**src/rtl/df_deadlock_detector_if.sv**
```systemverilog
// Handshake and stall bundle between the dataflow processes and the deadlock watchdog.
// The master side drives process status; the slave side is the detector.
interface df_deadlock_detector_if #(
  parameter int unsigned NUM_PROC = 4,
  parameter int unsigned CNT_W    = 32
);
  logic [NUM_PROC-1:0] proc_start;
  logic [NUM_PROC-1:0] proc_done;
  logic [NUM_PROC-1:0] proc_continue;
  logic [NUM_PROC-1:0] proc_in_stall;
  logic [NUM_PROC-1:0] proc_out_stall;
  logic                finish;
  logic                clear;
  logic                find_df_deadlock;
  logic [NUM_PROC-1:0] deadlock_mask;
  logic [CNT_W-1:0]    deadlock_cycle;
  logic [CNT_W-1:0]    blocked_cycles;

  modport master (
    output proc_start, proc_done, proc_continue, proc_in_stall, proc_out_stall,
    output finish, clear,
    input  find_df_deadlock, deadlock_mask, deadlock_cycle, blocked_cycles
  );

  modport slave (
    input  proc_start, proc_done, proc_continue, proc_in_stall, proc_out_stall,
    input  finish, clear,
    output find_df_deadlock, deadlock_mask, deadlock_cycle, blocked_cycles
  );
endinterface

```
**src/rtl/df_deadlock_detector.sv**
```systemverilog
// Dataflow deadlock watchdog: declares a sticky deadlock once every active
// process has been blocked, with no completion, for THRESHOLD consecutive cycles.
module df_deadlock_detector #(
  parameter int unsigned NUM_PROC  = 4,
  parameter int unsigned THRESHOLD = 1000,
  parameter int unsigned CNT_W     = 32
) (
  input  logic                  clock,
  input  logic                  reset_n,
  df_deadlock_detector_if.slave mon
);

  typedef enum logic [2:0] {
    IDLE     = 3'd0,
    RUN      = 3'd1,
    SUSPECT  = 3'd2,
    DEADLOCK = 3'd3,
    FINISHED = 3'd4
  } state_t;

  localparam logic [CNT_W-1:0] THR = CNT_W'(THRESHOLD);

  state_t              state_q;
  logic [NUM_PROC-1:0] active_q;
  logic [CNT_W-1:0]    cycle_q;
  logic                flag_q;
  logic [NUM_PROC-1:0] mask_q;
  logic [CNT_W-1:0]    dl_cycle_q;
  logic [CNT_W-1:0]    blk_q;

  logic [NUM_PROC-1:0] active_nxt;
  logic [NUM_PROC-1:0] blocked;
  logic                all_blocked;
  logic                progress;
  logic                stuck;
  logic [CNT_W-1:0]    blk_inc;

  // Process activity tracking and the all-blocked / progress qualifiers
  always_comb begin
    active_nxt  = mon.proc_start | (active_q & ~(mon.proc_done & mon.proc_continue));
    blocked     = active_q & (mon.proc_in_stall | mon.proc_out_stall) & ~mon.proc_done;
    all_blocked = (|active_q) && (blocked == active_q);
    progress    = |mon.proc_done;
    stuck       = all_blocked && !progress;
    blk_inc     = (blk_q == '1) ? blk_q : blk_q + CNT_W'(1);
  end

  // Activity vector and free-running saturating cycle counter
  always_ff @(posedge clock or negedge reset_n) begin
    if (!reset_n) begin
      active_q <= '0;
      cycle_q  <= '0;
    end else begin
      active_q <= active_nxt;
      if (cycle_q != '1) cycle_q <= cycle_q + CNT_W'(1);
    end
  end

  // Detection FSM; all reported values are updated here and frozen outside RUN/SUSPECT
  always_ff @(posedge clock or negedge reset_n) begin
    if (!reset_n) begin
      state_q    <= IDLE;
      flag_q     <= 1'b0;
      mask_q     <= '0;
      dl_cycle_q <= '0;
      blk_q      <= '0;
    end else begin
      case (state_q)
        IDLE: begin
          if (mon.finish)          state_q <= FINISHED;
          else if (|mon.proc_start) state_q <= RUN;
        end
        RUN: begin
          if (mon.finish) begin
            state_q <= FINISHED;
          end else if (stuck) begin
            blk_q <= CNT_W'(1);
            if (THR <= CNT_W'(1)) begin
              state_q    <= DEADLOCK;
              flag_q     <= 1'b1;
              mask_q     <= blocked;
              dl_cycle_q <= cycle_q;
            end else begin
              state_q <= SUSPECT;
            end
          end
        end
        SUSPECT: begin
          if (mon.finish) begin
            state_q <= FINISHED;
          end else if (stuck) begin
            blk_q <= blk_inc;
            if (blk_inc >= THR) begin
              state_q    <= DEADLOCK;
              flag_q     <= 1'b1;
              mask_q     <= blocked;
              dl_cycle_q <= cycle_q;
            end
          end else begin
            state_q <= RUN;
            blk_q   <= '0;
          end
        end
        DEADLOCK: begin
          // clear outranks a concurrent finish here
          if (mon.clear) begin
            state_q <= IDLE;
            flag_q  <= 1'b0;
            blk_q   <= '0;
          end
        end
        FINISHED: begin
          if (mon.clear) begin
            state_q <= IDLE;
            blk_q   <= '0;
          end
        end
        default: state_q <= IDLE;
      endcase
    end
  end

  assign mon.find_df_deadlock = flag_q;
  assign mon.deadlock_mask    = mask_q;
  assign mon.deadlock_cycle   = dl_cycle_q;
  assign mon.blocked_cycles   = blk_q;

endmodule

```
**src/flat_wrapper.sv**
```systemverilog
// flat-port wrapper written by rule: the top's interface ports become plain ports
module df_deadlock_detector_flat 
#(
  parameter int unsigned NUM_PROC  = 4,
  parameter int unsigned THRESHOLD = 1000,
  parameter int unsigned CNT_W     = 32
)
  (clock, reset_n, mon_proc_start, mon_proc_done, mon_proc_continue, mon_proc_in_stall, mon_proc_out_stall, mon_finish, mon_clear, mon_find_df_deadlock, mon_deadlock_mask, mon_deadlock_cycle, mon_blocked_cycles);
  df_deadlock_detector_if #(.NUM_PROC(NUM_PROC), .CNT_W(CNT_W)) mon_i ();
  input  logic clock;
  input  logic reset_n;
  input wire logic [$bits(mon_i.proc_start)-1:0] mon_proc_start;
  input wire logic [$bits(mon_i.proc_done)-1:0] mon_proc_done;
  input wire logic [$bits(mon_i.proc_continue)-1:0] mon_proc_continue;
  input wire logic [$bits(mon_i.proc_in_stall)-1:0] mon_proc_in_stall;
  input wire logic [$bits(mon_i.proc_out_stall)-1:0] mon_proc_out_stall;
  input wire logic [$bits(mon_i.finish)-1:0] mon_finish;
  input wire logic [$bits(mon_i.clear)-1:0] mon_clear;
  output wire logic [$bits(mon_i.find_df_deadlock)-1:0] mon_find_df_deadlock;
  output wire logic [$bits(mon_i.deadlock_mask)-1:0] mon_deadlock_mask;
  output wire logic [$bits(mon_i.deadlock_cycle)-1:0] mon_deadlock_cycle;
  output wire logic [$bits(mon_i.blocked_cycles)-1:0] mon_blocked_cycles;
  assign mon_i.proc_start = mon_proc_start;
  assign mon_i.proc_done = mon_proc_done;
  assign mon_i.proc_continue = mon_proc_continue;
  assign mon_i.proc_in_stall = mon_proc_in_stall;
  assign mon_i.proc_out_stall = mon_proc_out_stall;
  assign mon_i.finish = mon_finish;
  assign mon_i.clear = mon_clear;
  assign mon_find_df_deadlock = mon_i.find_df_deadlock;
  assign mon_deadlock_mask = mon_i.deadlock_mask;
  assign mon_deadlock_cycle = mon_i.deadlock_cycle;
  assign mon_blocked_cycles = mon_i.blocked_cycles;
  df_deadlock_detector #(.NUM_PROC(NUM_PROC), .THRESHOLD(THRESHOLD), .CNT_W(CNT_W)) u_core (.clock(clock), .reset_n(reset_n), .mon(mon_i));
endmodule
```
**config.mk**
```make
export PLATFORM = sky130hd
export DESIGN_NAME = df_deadlock_detector_flat
export DESIGN_NICKNAME = d
export VERILOG_FILES = /design/src/rtl/df_deadlock_detector_if.sv /design/src/rtl/df_deadlock_detector.sv /design/src/flat_wrapper.sv
export SDC_FILE = /design/constraint.sdc
export NUM_CORES = 1
export LEC_CHECK = 0
export CAP_MARGIN = 10
export CORE_MARGIN = 1
export CORE_UTILIZATION = 55
export CTS_CLUSTER_DIAMETER = 60
export DETAILED_ROUTE_END_ITERATION = 10
export GPL_ROUTABILITY_DRIVEN = 0
export PLACE_DENSITY = 0.81
export SYNTH_ARGS = -nofsm -noshare
export SYNTH_HDL_FRONTEND = slang
export SYNTH_SLANG_ARGS = --single-unit
```
**constraint.sdc**
```tcl
create_clock -name clock -period 4.48 [get_ports clock]
set_clock_uncertainty 0.05 [all_clocks]
set_input_delay 0.672 -clock clock [delete_from_list [all_inputs] [get_ports clock]]
set_output_delay 0.672 -clock clock [all_outputs]
set_load 0.01 [all_outputs]
```
; Yosys cells after proc, flatten, opt, wreduce, memory -nomap -nowiden
; Index checks and enable logic that the tools add are counted.
; Widths: inputs -> output; s select.
[totals]
register_bits = 108
[classes]
add_sub_neg = 2
magnitude_cmp = 1
n_eq_ne = 17
muxes = 21
n_bitwise = 9
reduce_logical = 14
[op_table]
columns = operator, n
row1 = $mux 32, 6
row2 = $pmux 32 s3, 1
row3 = $add 32x1->32 const B, 2
row4 = $eq 32x32->1 const B, 1
row5 = $ge 32x10->1 const B, 1
row6 = $ne 32x32->1 const B, 1
row7 = $mux 3, 8
row8 = $and 4x4->4, 4
row9 = $pmux 3 s4, 1
row10 = $reduce_or 4->1, 3
row11 = $reduce_and 5->1, 2
row12 = $ne 2x1->1 const B, 4
row13 = $not 4->4, 2
row14 = $or 4x4->4, 2
row15 = $reduce_and 4->1, 2
row16 = $eq 3x2->1 const B, 2
row17 = $ne 2x2->1 const B, 3
row18 = $ne 3x2->1 const B, 2
row19 = $eq 4x4->1, 1
row20 = $mux 1, 4
row21 = $ne 4x4->1 const B, 1
row22 = $eq 3x1->1 const B, 1
row23 = $eq 3x3->1 const B, 1
row24 = $logic_not 3->1, 1
row25 = other kinds (7), 8

; Longest topological paths before layout
[depth]
word_depth = 9
ltp_mapped = 11
ltp_nobuf = 9

; Least setup slack after synthesis
; No wires, ideal clock.
[synth_path]
path_kind = register to register
start = register u_core.blk_q[0] (netlist: u_core.mon.blocked_cycles[0])
end = register u_core.dl_cycle_q[10] (netlist: u_core.mon.deadlock_cycle[10])
setup_ns = 0.125
arrival_ns = 3.189
t_required_ns = 4.305
setup_slack_ns = 1.116
stages_incl_launch_ff = 11
synth_period_minus_slack_ns = 3.364
cell_sequence = dfrtp_1 ha_1 nand2_1 or4_4 nor4_4 nand4b_1 a2111oi_0 nand4_1 o21ai_4 buf_8 mux2_4
[synth_via]
elab_chain_cells = 4
word_cells_on_any_way = 5
[synth_rtl]
columns = item, line_no
row1 = start: declaration, df_deadlock_detector.sv:29  ; logic [CNT_W-1:0] blk_q;
row2 = start signal: assignment, df_deadlock_detector.sv:92  ; blk_q <= blk_inc;
row3 = $add 32x1->32 or $eq 32x32->1 (tied branches), df_deadlock_detector.sv:45  ; blk_inc = (blk_q == '1) ? blk_q : blk_q + CNT_W'(1);
row4 = $mux 32 *, df_deadlock_detector.sv:45
row5 = $ge 32x10->1 *, df_deadlock_detector.sv:93  ; if (blk_inc >= THR) begin
row6 = $reduce_and 4->1 (no line) *, --
row7 = end signal: assignment, df_deadlock_detector.sv:82  ; dl_cycle_q <= cycle_q;
row8 = end signal: assignment, df_deadlock_detector.sv:97  ; dl_cycle_q <= cycle_q;
row9 = end: declaration, df_deadlock_detector.sv:28  ; logic [CNT_W-1:0] dl_cycle_q;
; Every way passes the cells marked *; elsewhere a longest branch is shown, timed or not.
; A chain may end at the register's enable or synchronous reset.

; Final worst setup path
[layout_path]
start = register u_core.blk_q[0] (netlist: u_core.mon.blocked_cycles[0])
end = register u_core.dl_cycle_q[31] (netlist: u_core.mon.deadlock_cycle[31])
; Same word-level chain as after synthesis.

==> reports/metrics.yaml <==
status: "finished, final reports clean"
max_stage_delay_ns: 0.57
grt_pass1_vias: 4871
n_antenna_cell: 0
min_period_over_period: 0.8593
cts_root_buffer: "clkbuf_8"
fin_crit_ns: 3.850
postSynthAreaPerCell_um2: 10.05
clk_latency_ns: 0.38
antenna_found_initial: 0
path_delay_family: "simple AND/OR/NAND/NOR gates"
ioPinCount: 93
cts_sinks: 108
p_leak_nw: 3.093
drt_wl_total_um: 14440
portBuffers: 92
syn-cell-area_um2: 6030
yosys_warnings: 0
grt_start_max_net_pins: 53
ys_async_sr_fraction: 1.000
fin_cells: 815
dp_cells: 799
syn-num-nets: 626
numCtsBuffers: 9
power_frac_clock: 0.349
synth-compound-area-share: 0.1471
hp-class: "input port to asynchronous set/reset pin"
track_usage: 0.2672
yosysTopAreaCell: "dfrtp_1"
synth_cells: 600
first_iter_violations: 336
tightest_slew_ns: 0.7229
synth_area_leaders: "dfrtp_1 (45%), mux2_4 (7.2%), o21ai_0 (4.2%)"
critical_path.slowest_cell: "a2111oi_0"
die_area_um2: 11390
synth_top_family_by_area: "simple AND/OR/NAND/NOR gates"
r2r-start: "u_core.mon.blocked_cycles[0]"
rr_worst_depth: 11
power_frac_comb: 0.112
synth_commonest_cells: "dfrtp_1 (108), nand2_1 (53), o21ai_0 (51), nor2_1 (36), nand3_1 (34)"
ys.flop_type: "dfrtp_1"
p_switching_mw: 0.5363
r2r_end: "u_core.mon.deadlock_cycle[31]"
synth_edf_count: 0
slew_headroom: 0.5137
switching_share: 0.2834
yosys.area_share.adder: 0.004150
core-area_um2: 10460
ys_seq_elements: 108
firstDrtPassIters: 5
via_per_inst: 6.297
dpl_cell_area_um2: 6958
synth_most_common_cell: "dfrtp_1"
cts_buffer_depth: 2
critPathKind: "flip-flop to flip-flop"
rows: 37
drc_errors: 0
timing.fmax_ghz: 0.2598
dp_hpwl_um: 10130
synthXorXnorAreaFrac: 0.05520
synth_cell_types: 68
fin_util: 0.6867
grt_pass1_wl_um: 24510
ir_worst_vdd_mv: 0.1518
synth.yosys.seq_area_share: 0.4482
intPower_mw: 1.356
crit_path_max_fanout: 37
cts_setup_buffers: 0
post_cts_resized: 0
ctsHoldBuffers: 0
finalSetupTns_ns: 0
grt-ovfl-total: 0
hold_viol_final: 0
rsz0062_at_grt: "false"
p_seq_frac: 0.539
rrSetupSlack_ns: 0.63
worstPathArrival_ns: 4.07
yosys.area_share.simple: 0.2098
power_density_nw_per_um2: 263.4
maxCapViolations: 0
cts_tree: "built"
postRouteAntennaNets: 0
finalInstanceArea_um2: 7184
cts.htree.levels: 3
num_vias: 5132
setup_viol: 0
detail_route.wl_per_cell_um: 17.72
required_ns: 4.70
nets: 700
die_h_um: 106.7
cp_cell_sequence: "ha_1 > nand2_1 > nor4_1 > buf_4 > and3_1 > or4_1 > a2111oi_0 > nand4_1 > o21ai_4 > buf_12 > mux2_2"
die_x_um: 106.7
worstSetupEndpointType: "flip-flop"
drive_gt1_frac: 0.1178
synth_mux_area_frac: 0.08882
maxSlewViolCount: 0
netlist.area_leader.share: 0.4482
syn2layout_area_growth_pct: 19.15
cp-start-kind: "flip-flop"
clkTransAtPathRegs_ns: 0.11
initial_core_util: 0.5763
crit_buf_inv: 2
[cells in the final DEF (no fill, tap or decap), drive strengths merged, types with 21 or more instances in the layout]
cell type        n
xnor2           22
dfrtp          108
o21ai           52
clkdlybuf4s50   91
mux2            37
nor2            38
nand3           34
nand2           53
nand4           26
a31oi           21
[power groups by stage]
stage | Clock [mW] | Combinational [mW] | Sequential, mW
3_5_place_dp | 0 | 0.209 | 1.04
5_1_grt | 0.708 | 0.235 | 1.02
4_1_cts | 0.673 | 0.210 | 1.02
6_report | 0.661 | 0.211 | 1.02
3_3_place_gp | 0 | 0.205 | 1.04
2_1_floorplan | 0 | 0.125 | 1.03
[sequential cells by signal (all words and copies together) (netlist names)]
signal / count
u_core.cycle_q: 32
u_core.mon.blocked_cycles: 32
u_core.mon.deadlock_cycle: 32
u_core.active_q: 4
u_core.mon.deadlock_mask: 4
u_core.state_q: 3
u_core.mon.find_df_deadlock: 1
[worst max-delay path by stage]
stage          cells past startpoint                          from                             to
6_report                          11  u_core.mon.blocked_cycles[0]  u_core.mon.deadlock_cycle[31]
3_5_place_dp                       9              mon_proc_done[0]  u_core.mon.blocked_cycles[14]
4_1_cts                           11  u_core.mon.blocked_cycles[0]    u_core.mon.deadlock_mask[2]
2_1_floorplan                     10  u_core.mon.blocked_cycles[0]  u_core.mon.deadlock_cycle[10]
5_1_grt                           11  u_core.mon.blocked_cycles[0]   u_core.mon.deadlock_cycle[1]
3_3_place_gp                      11  u_core.mon.blocked_cycles[0]  u_core.mon.deadlock_cycle[31]
[kinds of logic after synthesis]
group           Yosys count
simple gates            227
flops                   108
xor+xnor                 38
compound gates          138
fa+ha+maj                 2
buf+inv                  49
mux                      38
[area by class of cell]
class | instances | area [µm²]
timing repair buffer | 101 | 998.5
clock inverter | 7 | 102.6
inverter | 11 | 41.29
multi-input combinational | 443 | 3045
clock buffer | 9 | 123.9
sequential | 108 | 2703
tap | 136 | 170.2
fill | 813 | 3278
[routing by layer]
layer / GRT usage / wire length, µm
met4: 0.09589 / 262
met3: 0.03587 / 1029
met5: 0 / 0
met1: 0.3741 / 6103
met2: 0.4258 / 7045
[through the flow]
stage / hold WS (ns) / setup slack [ns] / power, mW
global route: 0.04898 / 0.3922 / 1.967
CTS: 0.04757 / 0.6753 / 1.903
floorplan: 0.3264 / 1.116 / 1.152
finish: 0.05195 / 0.6305 / 1.892
detailed placement: 0.4349 / 0.5999 / 1.248
global placement: 0.4283 / 0.7248 / 1.242
(Power assumes the default switching activity.)
